File: src/rtl/pipe_ctrl_pkg.sv
// Shared types for the pipeline hazard controller:
// FSM state encoding and forwarding select encodings.
package pipe_ctrl_pkg;

    typedef enum logic [1:0] {
        RUN      = 2'd0,
        LU_STALL = 2'd1,
        MEM_WAIT = 2'd2
    } state_t;

    localparam logic [1:0] FWD_REGFILE = 2'b00;
    localparam logic [1:0] FWD_WB      = 2'b01;
    localparam logic [1:0] FWD_MEM     = 2'b10;

endpackage

File: src/rtl/fwd_unit.sv
// Forwarding select for one EX operand.
// The MEM result is younger than WB, so it takes priority.
module fwd_unit
    import pipe_ctrl_pkg::*;
#(
    parameter int REGADDR_WIDTH = 5
) (
    input  logic [REGADDR_WIDTH-1:0] rs_addr,
    input  logic [REGADDR_WIDTH-1:0] rd_addr_mem,
    input  logic                     regs_write_mem,
    input  logic [REGADDR_WIDTH-1:0] rd_addr_wb,
    input  logic                     regs_write_wb,
    output logic [1:0]               sel
);

    logic hit_mem;
    logic hit_wb;

    assign hit_mem = regs_write_mem && (rd_addr_mem != '0)
                     && (rd_addr_mem == rs_addr);
    assign hit_wb  = regs_write_wb && (rd_addr_wb != '0)
                     && (rd_addr_wb == rs_addr);

    always_comb begin
        sel = FWD_REGFILE;
        if (hit_mem) begin
            sel = FWD_MEM;
        end else if (hit_wb) begin
            sel = FWD_WB;
        end
    end

endmodule

File: src/rtl/pipe_hazard_ctrl.sv
// Pipeline hazard controller: data-RAM wait, branch flush,
// load-use stall, operand forwarding and a stall cycle counter.
module pipe_hazard_ctrl
    import pipe_ctrl_pkg::*;
#(
    parameter int REGADDR_WIDTH = 5,
    parameter int CNT_WIDTH     = 16
) (
    input  logic                     clk,
    input  logic                     rst,
    input  logic [REGADDR_WIDTH-1:0] rs1_addr_id,
    input  logic [REGADDR_WIDTH-1:0] rs2_addr_id,
    input  logic [REGADDR_WIDTH-1:0] rs1_addr_ex,
    input  logic [REGADDR_WIDTH-1:0] rs2_addr_ex,
    input  logic [REGADDR_WIDTH-1:0] rd_addr_ex,
    input  logic                     ram_read_ex,
    input  logic                     regs_write_ex,
    input  logic [REGADDR_WIDTH-1:0] rd_addr_mem,
    input  logic [REGADDR_WIDTH-1:0] rd_addr_wb,
    input  logic                     regs_write_mem,
    input  logic                     regs_write_wb,
    input  logic                     ram_req_mem,
    input  logic                     ram_ready,
    input  logic                     branch_taken_ex,
    output logic                     pc_en,
    output logic                     if_id_en,
    output logic                     id_ex_en,
    output logic                     ex_mem_en,
    output logic                     mem_wb_en,
    output logic                     if_id_flush,
    output logic                     id_ex_flush,
    output logic                     mem_wb_bubble,
    output logic [1:0]               fwd_a_sel,
    output logic [1:0]               fwd_b_sel,
    output logic [CNT_WIDTH-1:0]     stall_cnt
);

    state_t state;
    state_t state_nxt;

    logic mem_stall;
    logic load_use;
    logic [1:0] sel_a;
    logic [1:0] sel_b;

    assign mem_stall = ram_req_mem && !ram_ready;
    assign load_use  = ram_read_ex && regs_write_ex
                       && (rd_addr_ex != '0)
                       && ((rd_addr_ex == rs1_addr_id)
                           || (rd_addr_ex == rs2_addr_id));

    fwd_unit #(.REGADDR_WIDTH(REGADDR_WIDTH)) u_fwd_a (
        .rs_addr        (rs1_addr_ex),
        .rd_addr_mem    (rd_addr_mem),
        .regs_write_mem (regs_write_mem),
        .rd_addr_wb     (rd_addr_wb),
        .regs_write_wb  (regs_write_wb),
        .sel            (sel_a)
    );

    fwd_unit #(.REGADDR_WIDTH(REGADDR_WIDTH)) u_fwd_b (
        .rs_addr        (rs2_addr_ex),
        .rd_addr_mem    (rd_addr_mem),
        .regs_write_mem (regs_write_mem),
        .rd_addr_wb     (rd_addr_wb),
        .regs_write_wb  (regs_write_wb),
        .sel            (sel_b)
    );

    assign fwd_a_sel = rst ? FWD_REGFILE : sel_a;
    assign fwd_b_sel = rst ? FWD_REGFILE : sel_b;

    always_ff @(posedge clk) begin
        if (rst) begin
            state <= RUN;
        end else begin
            state <= state_nxt;
        end
    end

    always_comb begin
        state_nxt     = state;
        pc_en         = 1'b0;
        if_id_en      = 1'b0;
        id_ex_en      = 1'b0;
        ex_mem_en     = 1'b0;
        mem_wb_en     = 1'b0;
        if_id_flush   = 1'b0;
        id_ex_flush   = 1'b0;
        mem_wb_bubble = 1'b0;

        if (rst) begin
            state_nxt = RUN;
        end else begin
            case (state)
                RUN, LU_STALL: begin
                    state_nxt = RUN;
                    if (mem_stall) begin
                        // Freeze the front, drain a no-op into WB.
                        mem_wb_en     = 1'b1;
                        mem_wb_bubble = 1'b1;
                        state_nxt     = MEM_WAIT;
                    end else begin
                        pc_en     = 1'b1;
                        if_id_en  = 1'b1;
                        id_ex_en  = 1'b1;
                        ex_mem_en = 1'b1;
                        mem_wb_en = 1'b1;
                        if (branch_taken_ex) begin
                            if_id_flush = 1'b1;
                            id_ex_flush = 1'b1;
                        end else if (load_use && state == RUN) begin
                            pc_en       = 1'b0;
                            if_id_en    = 1'b0;
                            id_ex_flush = 1'b1;
                            state_nxt   = LU_STALL;
                        end
                    end
                end
                MEM_WAIT: begin
                    if (!ram_ready) begin
                        mem_wb_en     = 1'b1;
                        mem_wb_bubble = 1'b1;
                    end else begin
                        pc_en       = 1'b1;
                        if_id_en    = 1'b1;
                        id_ex_en    = 1'b1;
                        ex_mem_en   = 1'b1;
                        mem_wb_en   = 1'b1;
                        if_id_flush = branch_taken_ex;
                        id_ex_flush = branch_taken_ex;
                        state_nxt   = RUN;
                    end
                end
                default: begin
                    state_nxt = RUN;
                end
            endcase
        end
    end

    always_ff @(posedge clk) begin
        if (rst) begin
            stall_cnt <= '0;
        end else if (!pc_en && stall_cnt != '1) begin
            stall_cnt <= stall_cnt + CNT_WIDTH'(1);
        end
    end

endmodule

File: config.mk
export PLATFORM = sky130hd
export DESIGN_NAME = pipe_hazard_ctrl
export DESIGN_NICKNAME = d
export VERILOG_FILES = /design/src/rtl/pipe_ctrl_pkg.sv /design/src/rtl/fwd_unit.sv /design/src/rtl/pipe_hazard_ctrl.sv
export SDC_FILE = /design/constraint.sdc
export NUM_CORES = 1
export LEC_CHECK = 0
export BUFFER_PORTS_ARGS = -buffer_cell sky130_fd_sc_hd__buf_2
export CAP_MARGIN = 15
export CELL_PAD_IN_SITES_DETAIL_PLACEMENT = 1
export CELL_PAD_IN_SITES_GLOBAL_PLACEMENT = 1
export CORE_MARGIN = 2
export CORE_UTILIZATION = 35
export DETAILED_ROUTE_END_ITERATION = 8
export HOLD_SLACK_MARGIN = 0.03
export PLACE_DENSITY = 0.95
export SETUP_SLACK_MARGIN = 0.5
export SLEW_MARGIN = 10
export SYNTH_ARGS = -nofsm -noshare
export SYNTH_HDL_FRONTEND = slang
export SYNTH_HIERARCHICAL = 1
export SYNTH_SLANG_ARGS = --single-unit
File: constraint.sdc
create_clock -name clk -period 3 [get_ports clk]
set_input_delay 0 -clock clk [delete_from_list [all_inputs] [get_ports clk]]
set_output_delay 0 -clock clk [all_outputs]
set_load 0.005 [all_outputs]
==> results of run 1 <==
==> timing repair <==
item,in CTS,in global routing
resized for setup,0,1
hold buffers,2,0
setup buffers,0,0
endpoints found under the setup margin,0,1
hold endpoints to repair,2,0
==> power by group <==
group	internal [mW]	switching, mW	leakage, nW
clock network	0.0895	0.0851	0.0216
registers	0.242	0.00521	0.146
logic	0.0658	0.0786	0.645
total	0.398	0.169	0.812
==> cells by family after synthesis <==
group | synth area share
simple gates | 0.313
compound gates | 0.204
xor+xnor | 0.152
flops | 0.241
buf+inv | 0.0594
mux | 0.0226
fa+ha+maj | 0.00836
==> cells in the mapped netlist (2+ instances only) <==
master | n | area share
buf_2 | 2 | 0.0067
nor2_1 | 12 | 0.030
nand4_1 | 3 | 0.013
nand3_1 | 11 | 0.037
a211oi_2 | 2 | 0.017
or4_1 | 10 | 0.050
o21ai_0 | 3 | 0.010
and3_1 | 3 | 0.013
or3_1 | 2 | 0.0084
mux2_2 | 3 | 0.023
o31ai_1 | 9 | 0.045
xnor2_1 | 10 | 0.059
nor2b_1 | 7 | 0.029
dfxtp_1 | 18 | 0.24
o211a_1 | 2 | 0.013
xor2_1 | 16 | 0.094
a21oi_1 | 14 | 0.047
nor3_1 | 6 | 0.020
inv_1 | 4 | 0.010
buf_4 | 6 | 0.030
o41ai_2 | 2 | 0.022
nand2_1 | 10 | 0.025
nor3_2 | 4 | 0.027
and2_1 | 4 | 0.017
clkbuf_1 | 2 | 0.0050
nor4_1 | 7 | 0.029
==> flip-flops by register name (all words and copies together) (netlist names) <==
signal     flops
state          2
stall_cnt     16
==> cell type report <==
class                           instances  share of cell area
Multi-Input combinational cell        152               0.547
Timing Repair Buffer                   75               0.203
Clock buffer                            3              0.0215
Inverter                                4             0.00782
Tap cell                               50              0.0326
Sequential cell                        18               0.188
==> worst max path at each step <==
stage	depth (start not counted)	end	from	slack (ps)
after floorplan	8	stall_cnt[1]	stall_cnt[0]	1150
after global routing	9	stall_cnt[4]	ram_req_mem	510
final	9	stall_cnt[4]	ram_req_mem	690
after CTS	9	stall_cnt[4]	ram_req_mem	690
after detailed placement	8	stall_cnt[1]	stall_cnt[0]	770
after global placement	6	stall_cnt[3]	state[1]	930
==> per-layer routing <==
| metal | global-route usage | vias to the layer above | wire, microns |
|---|---|---|---|
| met2 | 0.342 | 56 | 2280 |
| met3 | 0.0291 | 11 | 207 |
| met1 | 0.222 | 794 | 1940 |
| met5 | 0 | - | 0 |
| met4 | 0.0784 | 0 | 95 |
| li1 | - | 824 | - |
==> tightest hold or removal path: cells and delay by family <==
family          cells  cell delay [ps]
simple gates        1               70
buf+inv             1              100
compound gates      1               90
==> flow_summary.toml, run 1 <==
[worst_hold_path]
hold-path-endpoint = "state[0]"
worstHoldPathCells = 3
timing.hold.worst.class = "primary input to flip-flop"
min_from = "regs_write_ex"

[power_and_ir_drop]
power_uw = 567
power_density_mw_per_mm2 = 295
static-leakage-power_nw = 0.812
ir_drop_v = 0.000145

[synth]
synth.distinct_cells = 39
count_of_mapped_cells_out_of_synthesis = 185
post_synth_instance_area_sq_mm = 0.00150
synth_seq_cells = 18
dominantRegCellSynth = "dfxtp_1"
synth-seq-area-share = 0.241
synth_async_sr_flop_share = 0
synth_enable_flop_cells = 0
synth_area_per_cell_sq_um = 8.09
synth_warnings = 6
syn_nets = 230

[setup_path]
worst_path_cell_with_the_longest_stage_delay = "dlygate4sd3_1"
worst_setup_path_end_kind = "flip-flop"
critical_path_data_required_time_ps = 3190
r2r_cells = 6
crit_path_cell_chain = "dlygate4sd3_1, buf_2, nor2b_1, o22ai_1, and2_1, o31a_1, buf_4, or4_1, a21oi_1"
cp_slowest_stage_delay_ps = 520
r2r_setup_slack_ps = 820
worstSetupStartpointType = "primary input"
worstSetupPathType = "primary input to flip-flop"
path_max_fanout = 19
cpLargestDelayFamily = "simple AND/OR/NAND/NOR gates"
critPathBufInv = 3
r2r_path_end = "stall_cnt[4]"
worst_r2r_startpoint = "state[1]"
wp_data_arrival_ps = 2500

[finish]
nFillCells = 527
most-common-layout-cells = "buf_2, dfxtp_1, xor2_1"
layout.cells.most_common = "buf_2"
multi_input_area_sq_mm = 0.00105
seq_area_sq_um = 360
design.final.nets = 299
antenna_cells = 0
postLayoutCellArea_sq_mm = 0.00192
cell_count_final_fillers_out = 302
layout-area-overhead-vs-synth_pct = 28.3
proportion_of_layout_cells_with_a_drive_suffix_above_1 = 0.361
final_core_util = 0.473

[timing]
timing_worst_slew_pin_value_ps = 639
setup_total_negative_slack_ps = 0
total_count_of_max_transition_violations_in_the_final_report = 0
rsz0062_at_grt = "no"
final.period_utilization = 0.770
skew_ps = 6.15
setup_slack_ps = 689
final-setup-viol-count = 0
timing.hold.ws_ps = 35.4
finalCriticalPeriod_ps = 2310
clock.fmax_ghz = 0.433
relSlewSlack = 0.574
finalHoldViolations = 0

[global_route]
grt_max_degree = 27
vias_in_the_first_global_route = 1699
globalRouteTotalUtil = 0.190
antenna_violations_before_repair = 0
total_global_routing_overflow = 0
grt_first_pass_wirelength_microns = 7620

[outcome]
status = "complete, no violations"

[routing]
detailroute.via_count = 1685
ant_nets = 0
route.detailed.vias_per_inst = 5.58
finalWirelength_microns = 4520
route.detailed.wl_per_inst_microns = 15.0
remaining_drc_errors = 0
drt-pass1-iter-count = 4
number_of_drc_violations_after_detailed_routing_iteration_0 = 98

[cts]
clkLatencyLatePin_ps = 260
tritoncts.num_buffers = 3
clock_tree_from_tritoncts = "built"
ctsHtreeMaxLevel = 1
cts_num_sinks = 18
path_clk_slew_ps = 70
cts_buffer_depth = 2
root_buffer = "clkbuf_8"

[floorplan]
initial_core_util = 0.369
dieArea_sq_mm = 0.00481
design.portCount = 72
die-height_microns = 69.4
die_w_microns = 69.4
placementRows = 23
core-area_sq_mm = 0.00406

[placed_design]
placed_cells = 297
pre_cts_ws_ps = 770
numPortBuffers = 71
gpl.final_weighted_congestion = 0.858
dpl.hpwl_microns = 3710
dpl_cell_area_sq_mm = 0.00186

[job]
cap_violations = 0
Note: power is estimated with default switching activity, not from simulation.
==> run 2, diff against run 1 <==
--- a/config.mk
+++ b/config.mk
@@ -5,15 +5,16 @@
 export SDC_FILE = /design/constraint.sdc
 export NUM_CORES = 1
 export LEC_CHECK = 0
+export ABC_AREA = 1
 export BUFFER_PORTS_ARGS = -buffer_cell sky130_fd_sc_hd__buf_2
 export CAP_MARGIN = 15
 export CELL_PAD_IN_SITES_DETAIL_PLACEMENT = 1
 export CELL_PAD_IN_SITES_GLOBAL_PLACEMENT = 1
 export CORE_MARGIN = 2
-export CORE_UTILIZATION = 35
+export CORE_UTILIZATION = 29
 export DETAILED_ROUTE_END_ITERATION = 8
 export HOLD_SLACK_MARGIN = 0.03
-export PLACE_DENSITY = 0.95
+export PLACE_DENSITY = 0.86
 export SETUP_SLACK_MARGIN = 0.5
 export SLEW_MARGIN = 10
 export SYNTH_ARGS = -nofsm -noshare
==> constraint.sdc (replaced) <==
create_clock -name clk -period 1.9 [get_ports clk]
set_input_delay 0 -clock clk [delete_from_list [all_inputs] [get_ports clk]]
set_output_delay 0 -clock clk [all_outputs]
set_load 0.005 [all_outputs]
==> run 2 against run 1 <==
  * Sequential share of layout area decreased by 4.8 points
  * Setup slack got worse by 400 ps
  * Total power increased by 88%
  * Highest routed layer unchanged
  * Final cell count increased by 60%
==> flow_summary.toml, run 2 <==
[setup_path]
path_max_fanout = 8
wp_data_arrival_ps = 1790
r2r_cells = 8
worstSetupStartpointType = "flip-flop"
crit_path_cell_chain = "nand2_2, nor3_4, nand2_2, nor2_4, nand3_4, nand2_4, nand2_1, a21oi_1"
worst_setup_path_end_kind = "flip-flop"
r2r_path_end = "stall_cnt[5]"
worst_r2r_startpoint = "stall_cnt[7]"
worst_path_cell_with_the_longest_stage_delay = "dfxtp_4"
cp_slowest_stage_delay_ps = 380
critPathBufInv = 0
critical_path_data_required_time_ps = 2080
cpLargestDelayFamily = "simple AND/OR/NAND/NOR gates"
worstSetupPathType = "flip-flop to flip-flop"
critical_path.most_common_cell = "nand2_2"
r2r_setup_slack_ps = 290

[synth]
post_synth_instance_area_sq_mm = 0.00181
synthDominantAreaCellType = "dfxtp_1"
synth-seq-area-share = 0.199
synth.distinct_cells = 29
synth_seq_cells = 18
synth.area.top_cells = "dfxtp_1, nand2_1, inv_1"
synth_most_common_cell = "nand2_1"
syn_nets = 359
count_of_mapped_cells_out_of_synthesis = 314
synth_warnings = 6
dominantRegCellSynth = "dfxtp_1"
post_synth_most_frequent_cells = "nand2_1, inv_1, nor2_1, nand3_1, dfxtp_1"
synth_enable_flop_cells = 0
synth.top_cell.area_share = 0.199
synth_async_sr_flop_share = 0
synth_area_per_cell_sq_um = 5.77

[floorplan]
dieArea_sq_mm = 0.00689
core-area_sq_mm = 0.00599
initial_core_util = 0.302
placementRows = 28
die-height_microns = 83.0
design.portCount = 72
die_w_microns = 83.0

[timing]
final.period_utilization = 0.847
final-setup-viol-count = 0
rsz0062_at_grt = "yes"
timing_worst_slew_pin_value_ps = 296
finalCriticalPeriod_ps = 1610
clock.fmax_ghz = 0.622
finalHoldViolations = 0
skew_ps = 7.01
setup_total_negative_slack_ps = 0
relSlewSlack = 0.801
total_count_of_max_transition_violations_in_the_final_report = 0
timing.hold.ws_ps = 61.2
setup_slack_ps = 291

[worst_hold_path]
min_from = "ram_req_mem"
timing.hold.worst.class = "primary input to flip-flop"
hold-path-endpoint = "state[1]"
worstHoldPathCells = 3

[placed_design]
gpl.final_weighted_congestion = 0.808
dpl_cell_area_sq_mm = 0.00225
pre_cts_ws_ps = 236
numPortBuffers = 71
dpl.hpwl_microns = 4440
placed_cells = 455

[finish]
design.final.nets = 455
reg_top3 = "stall_cnt x16, state x2"
postLayoutCellArea_sq_mm = 0.00272
most-common-layout-cells = "nand2_1, buf_2, inv_1"
layout-area-overhead-vs-synth_pct = 50.3
largest_register_ffs = 16
layout.cells.most_common = "nand2_1"
antenna_cells = 0
proportion_of_layout_cells_with_a_drive_suffix_above_1 = 0.413
cell_count_final_fillers_out = 484
largest_register = "stall_cnt"
final_core_util = 0.454

[power_and_ir_drop]
power_density_mw_per_mm2 = 391
power_mw = 1.06
ir_drop_v = 0.000234
static-leakage-power_nw = 1.37

[cts]
clkLatencyLatePin_ps = 270
root_buffer = "clkbuf_8"
cts_num_sinks = 18
cts_buffer_depth = 2
ctsHtreeMaxLevel = 1
tritoncts.num_buffers = 3
path_clk_slew_ps = 80
clock_tree_from_tritoncts = "built"

[global_route]
grt_first_pass_wirelength_microns = 11000
vias_in_the_first_global_route = 2466
antenna_violations_before_repair = 0
total_global_routing_overflow = 0
globalRouteTotalUtil = 0.188
grt_max_degree = 22

[routing]
route.detailed.wl_per_inst_microns = 15.0
remaining_drc_errors = 0
drt-pass1-iter-count = 4
detailroute.via_count = 2350
route.detailed.vias_per_inst = 4.86
finalWirelength_microns = 7270
number_of_drc_violations_after_detailed_routing_iteration_0 = 82
ant_nets = 0

[job]
cap_violations = 0

[outcome]
status = "complete, no violations"
==> run 2: cell count changes after synthesis, sizes merged, moves of 9 or more <==
cell / delta
or4: -10
nor2: +32
nand3: +25
inv: +50
o31ai: -9
nand2: +85
==> run 2: area by class of cell <==
class | instances | area [sq um]
fillers | 817 | 3270
clock buffers | 4 | 55.1
well taps | 75 | 93.8
multi-input cells | 235 | 1360
inverters | 54 | 208
flip-flops and latches | 18 | 382
repair buffers | 98 | 623
==> run 2: where the power goes <==
part | switching (mW) | internal (mW) | leakage (nW)
registers | 0.00864 | 0.382 | 0.151
logic | 0.191 | 0.145 | 1.19
clock network | 0.152 | 0.185 | 0.0288
==> run 2: worst reg2reg max path, delay by kind of cell (launching register included) <==
family | cells | cell delay, ps
simple gates | 7 | 980
flops | 1 | 380
compound gates | 1 | 170
==> run 2: cells by family after synthesis <==
family / share of synthesized area
fa+ha+maj: 0.00691
flops: 0.199
buf+inv: 0.146
xor+xnor: 0.0871
compound gates: 0.106
simple gates: 0.455
==> run 2: worst max path at each step <==
stage	startpoint	end	slack, ps	depth (start not counted)
finish	stall_cnt[7]	stall_cnt[5]	290	8
floorplan	stall_cnt[1]	stall_cnt[0]	430	9
global route	stall_cnt[7]	stall_cnt[8]	210	8
CTS	stall_cnt[0]	stall_cnt[11]	370	9
detailed placement	stall_cnt[1]	stall_cnt[2]	240	9
global placement	stall_cnt[1]	stall_cnt[15]	300	9
==> run 2: repair_timing <==
item | 4_1_cts | 5_1_grt
hold buffers | 2 | 0
endpoints found under the setup margin | 18 | 21
pin swaps | 10 | 18
hold endpoints to repair | 2 | 0
buffers inserted | 18 | 3
cloned | 1 | 1
gates resized for setup | 26 | 27
==> run 2: layer usage <==
layer	vias to the layer above	wire [microns]	GRT usage	part of all wire
li1	1153	-	-	-
met1	1111	3040	0.212	0.42
met2	72	3820	0.365	0.52
met3	14	263	0.0169	0.036
met4	0	147	0.0596	0.020
met5	-	0	0	0
==> run 3, diff against run 2 <==
--- a/config.mk
+++ b/config.mk
@@ -11,10 +11,10 @@
 export CELL_PAD_IN_SITES_DETAIL_PLACEMENT = 1
 export CELL_PAD_IN_SITES_GLOBAL_PLACEMENT = 1
 export CORE_MARGIN = 2
-export CORE_UTILIZATION = 29
+export CORE_UTILIZATION = 32
 export DETAILED_ROUTE_END_ITERATION = 8
 export HOLD_SLACK_MARGIN = 0.03
-export PLACE_DENSITY = 0.86
+export PLACE_DENSITY = 0.9
 export SETUP_SLACK_MARGIN = 0.5
 export SLEW_MARGIN = 10
 export SYNTH_ARGS = -nofsm -noshare
==> constraint.sdc (replaced) <==
create_clock -name clk -period 1.5 [get_ports clk]
set_input_delay 0 -clock clk [delete_from_list [all_inputs] [get_ports clk]]
set_output_delay 0 -clock clk [all_outputs]
set_load 0.005 [all_outputs]
==> run 3 against run 2 <==
  * Critical endpoint is now stall_cnt[8]
  * Hold slack worse by 57 ps
  * Fmax down 6.0%
  * Final cell count up 3.3%
  * The flow now finishes with violations (negative setup slack)
==> flow_summary.toml, run 3 (synthesis gave the netlist of run 2 again) <==
[routing]
route.detailed.wl_per_inst_microns = 19.4
number_of_drc_violations_after_detailed_routing_iteration_0 = 125
route.detailed.vias_per_inst = 5.21
finalWirelength_microns = 9690
ant_nets = 0
remaining_drc_errors = 0
drt-pass1-iter-count = 4
detailroute.via_count = 2607

[setup_path]
worstSetupPathType = "flip-flop to flip-flop"
crit_cells = 9
critical_path_data_required_time_ps = 1690
cp_slowest_stage_delay_ps = 370
worst_path_cell_with_the_longest_stage_delay = "dfxtp_1"
wp_data_arrival_ps = 1900
worstSetupEndpoint = "stall_cnt[8]"
path_max_fanout = 8
r2r_setup_slack_ps = -210
r2r_path_end = "stall_cnt[8]"
crit_start = "stall_cnt[8]"
worst_r2r_startpoint = "stall_cnt[8]"
r2r_cells = 9
worst_setup_path_end_kind = "flip-flop"
crit_path_cell_chain = "inv_1, nor3_2, nand2_2, nor2_4, nand3_4, buf_12, nand2_8, nand2_1, a21oi_1"
critPathBufInv = 2
worstSetupStartpointType = "flip-flop"
cpLargestDelayFamily = "simple AND/OR/NAND/NOR gates"

[floorplan]
design.portCount = 72
die-height_microns = 79.2
die_w_microns = 79.2
placementRows = 27
initial_core_util = 0.331
core-area_sq_mm = 0.00547
dieArea_sq_mm = 0.00628

[global_route]
grt_max_degree = 20
total_global_routing_overflow = 0
vias_in_the_first_global_route = 2745
grt_first_pass_wirelength_microns = 13000
antenna_violations_before_repair = 0
globalRouteTotalUtil = 0.264

[power_and_ir_drop]
power_density_mw_per_mm2 = 469
power_mw = 1.44
static-leakage-power_nw = 1.51
ir_drop_v = 0.000272

[cts]
clock_tree_from_tritoncts = "built"
clkLatencyLatePin_ps = 270
path_clk_slew_ps = 80
holdBufCountCts = 1
cts_num_sinks = 18
root_buffer = "clkbuf_8"
tritoncts.num_buffers = 3
cts_buffer_depth = 2
ctsHtreeMaxLevel = 1

[placed_design]
dpl_cell_area_sq_mm = 0.00239
dpl.hpwl_microns = 5020
numPortBuffers = 71
pre_cts_ws_ps = -69.0
gpl.final_weighted_congestion = 0.877
placed_cells = 468

[finish]
cell_count_final_fillers_out = 500
most-common-layout-cells = "nand2_1, buf_2, inv_1"
design.final.nets = 474
layout.cells.most_common = "nand2_1"
reg_top3 = "stall_cnt x16, state x2"
largest_register_ffs = 16
largest_register = "stall_cnt"
proportion_of_layout_cells_with_a_drive_suffix_above_1 = 0.500
layout-area-overhead-vs-synth_pct = 70.0
postLayoutCellArea_sq_mm = 0.00308
antenna_cells = 0

[worst_hold_path]
timing.hold.worst.class = "primary input to flip-flop"

[timing]
relSlewSlack = 0.794
skew_ps = 1.67
timing.hold.ws_ps = 4.03
rsz0062_at_grt = "yes"
finalCriticalPeriod_ps = 1710
finalHoldViolations = 0
final.period_utilization = 1.14
setup_slack_ps = -212
total_count_of_max_transition_violations_in_the_final_report = 0
timing_worst_slew_pin_value_ps = 307
final-setup-viol-count = 21
clock.fmax_ghz = 0.584

[outcome]
status = "complete, but fails checks"
failed_checks = "negative setup slack"

[job]
cap_violations = 0
run 3: worst min path at each step:
stage	from	endpoint	cells past startpoint	slack, ps
after detailed placement	rst	state[0]	2	230
after CTS	rst	state[0]	2	-20
after floorplan	ram_ready	mem_wb_bubble	1	30
final	rst	state[0]	2	4
after global placement	rst	state[0]	2	230
after global routing	rst	state[0]	2	-2
run 3: worst register-to-register path: stages (launching register included):
cell     delay (ps)
dfxtp_1         370
inv_1           100
nor3_2          260
nand2_2         120
nor2_4          110
nand3_4         130
buf_12          180
nand2_8          90
nand2_1          80
a21oi_1         200
run 3: timing repair:
item                                    in CTS  in global routing
pin swaps                                   11                 19
endpoints found under the hold margin        2                  1
cloned                                       3                  0
resized for setup                           36                 62
endpoints found under the setup margin      23                 32
setup buffers                               16                  8
run 3: metal layers:
| layer | part of all wire | vias to the layer above | routed length [microns] | global-route usage |
|---|---|---|---|---|
| li1 | - | 1190 | - | - |
| met1 | 0.38 | 1248 | 3700 | 0.275 |
| met2 | 0.50 | 116 | 4860 | 0.503 |
| met3 | 0.053 | 53 | 515 | 0.0432 |
| met4 | 0.063 | 0 | 613 | 0.138 |
| met5 | 0 | - | 0 | 0 |
run 3: where the power goes:
| part | internal [mW] | switching, mW |
|---|---|---|
| Combinational | 0.248 | 0.303 |
| Clock | 0.184 | 0.211 |
| Sequential | 0.485 | 0.0132 |
| Total | 0.916 | 0.527 |
run 3: cell type report:
type                            instances  area (sq um)
Fill cell                             725          2390
Multi-Input combinational cell        234          1460
Timing Repair Buffer                  118           882
Sequential cell                        18           379
Inverter                               54           220
Tap cell                               72          90.1
Clock buffer                            3          41.3
Clock inverter                          1          3.75
run 3: through the flow:
stage	util	TNS [ps]
final	0.562	-2640
after global routing	0.562	-3980
after CTS	0.515	-733
after detailed placement	0.438	-71.0
after global placement	0.438	0
after floorplan	-	0
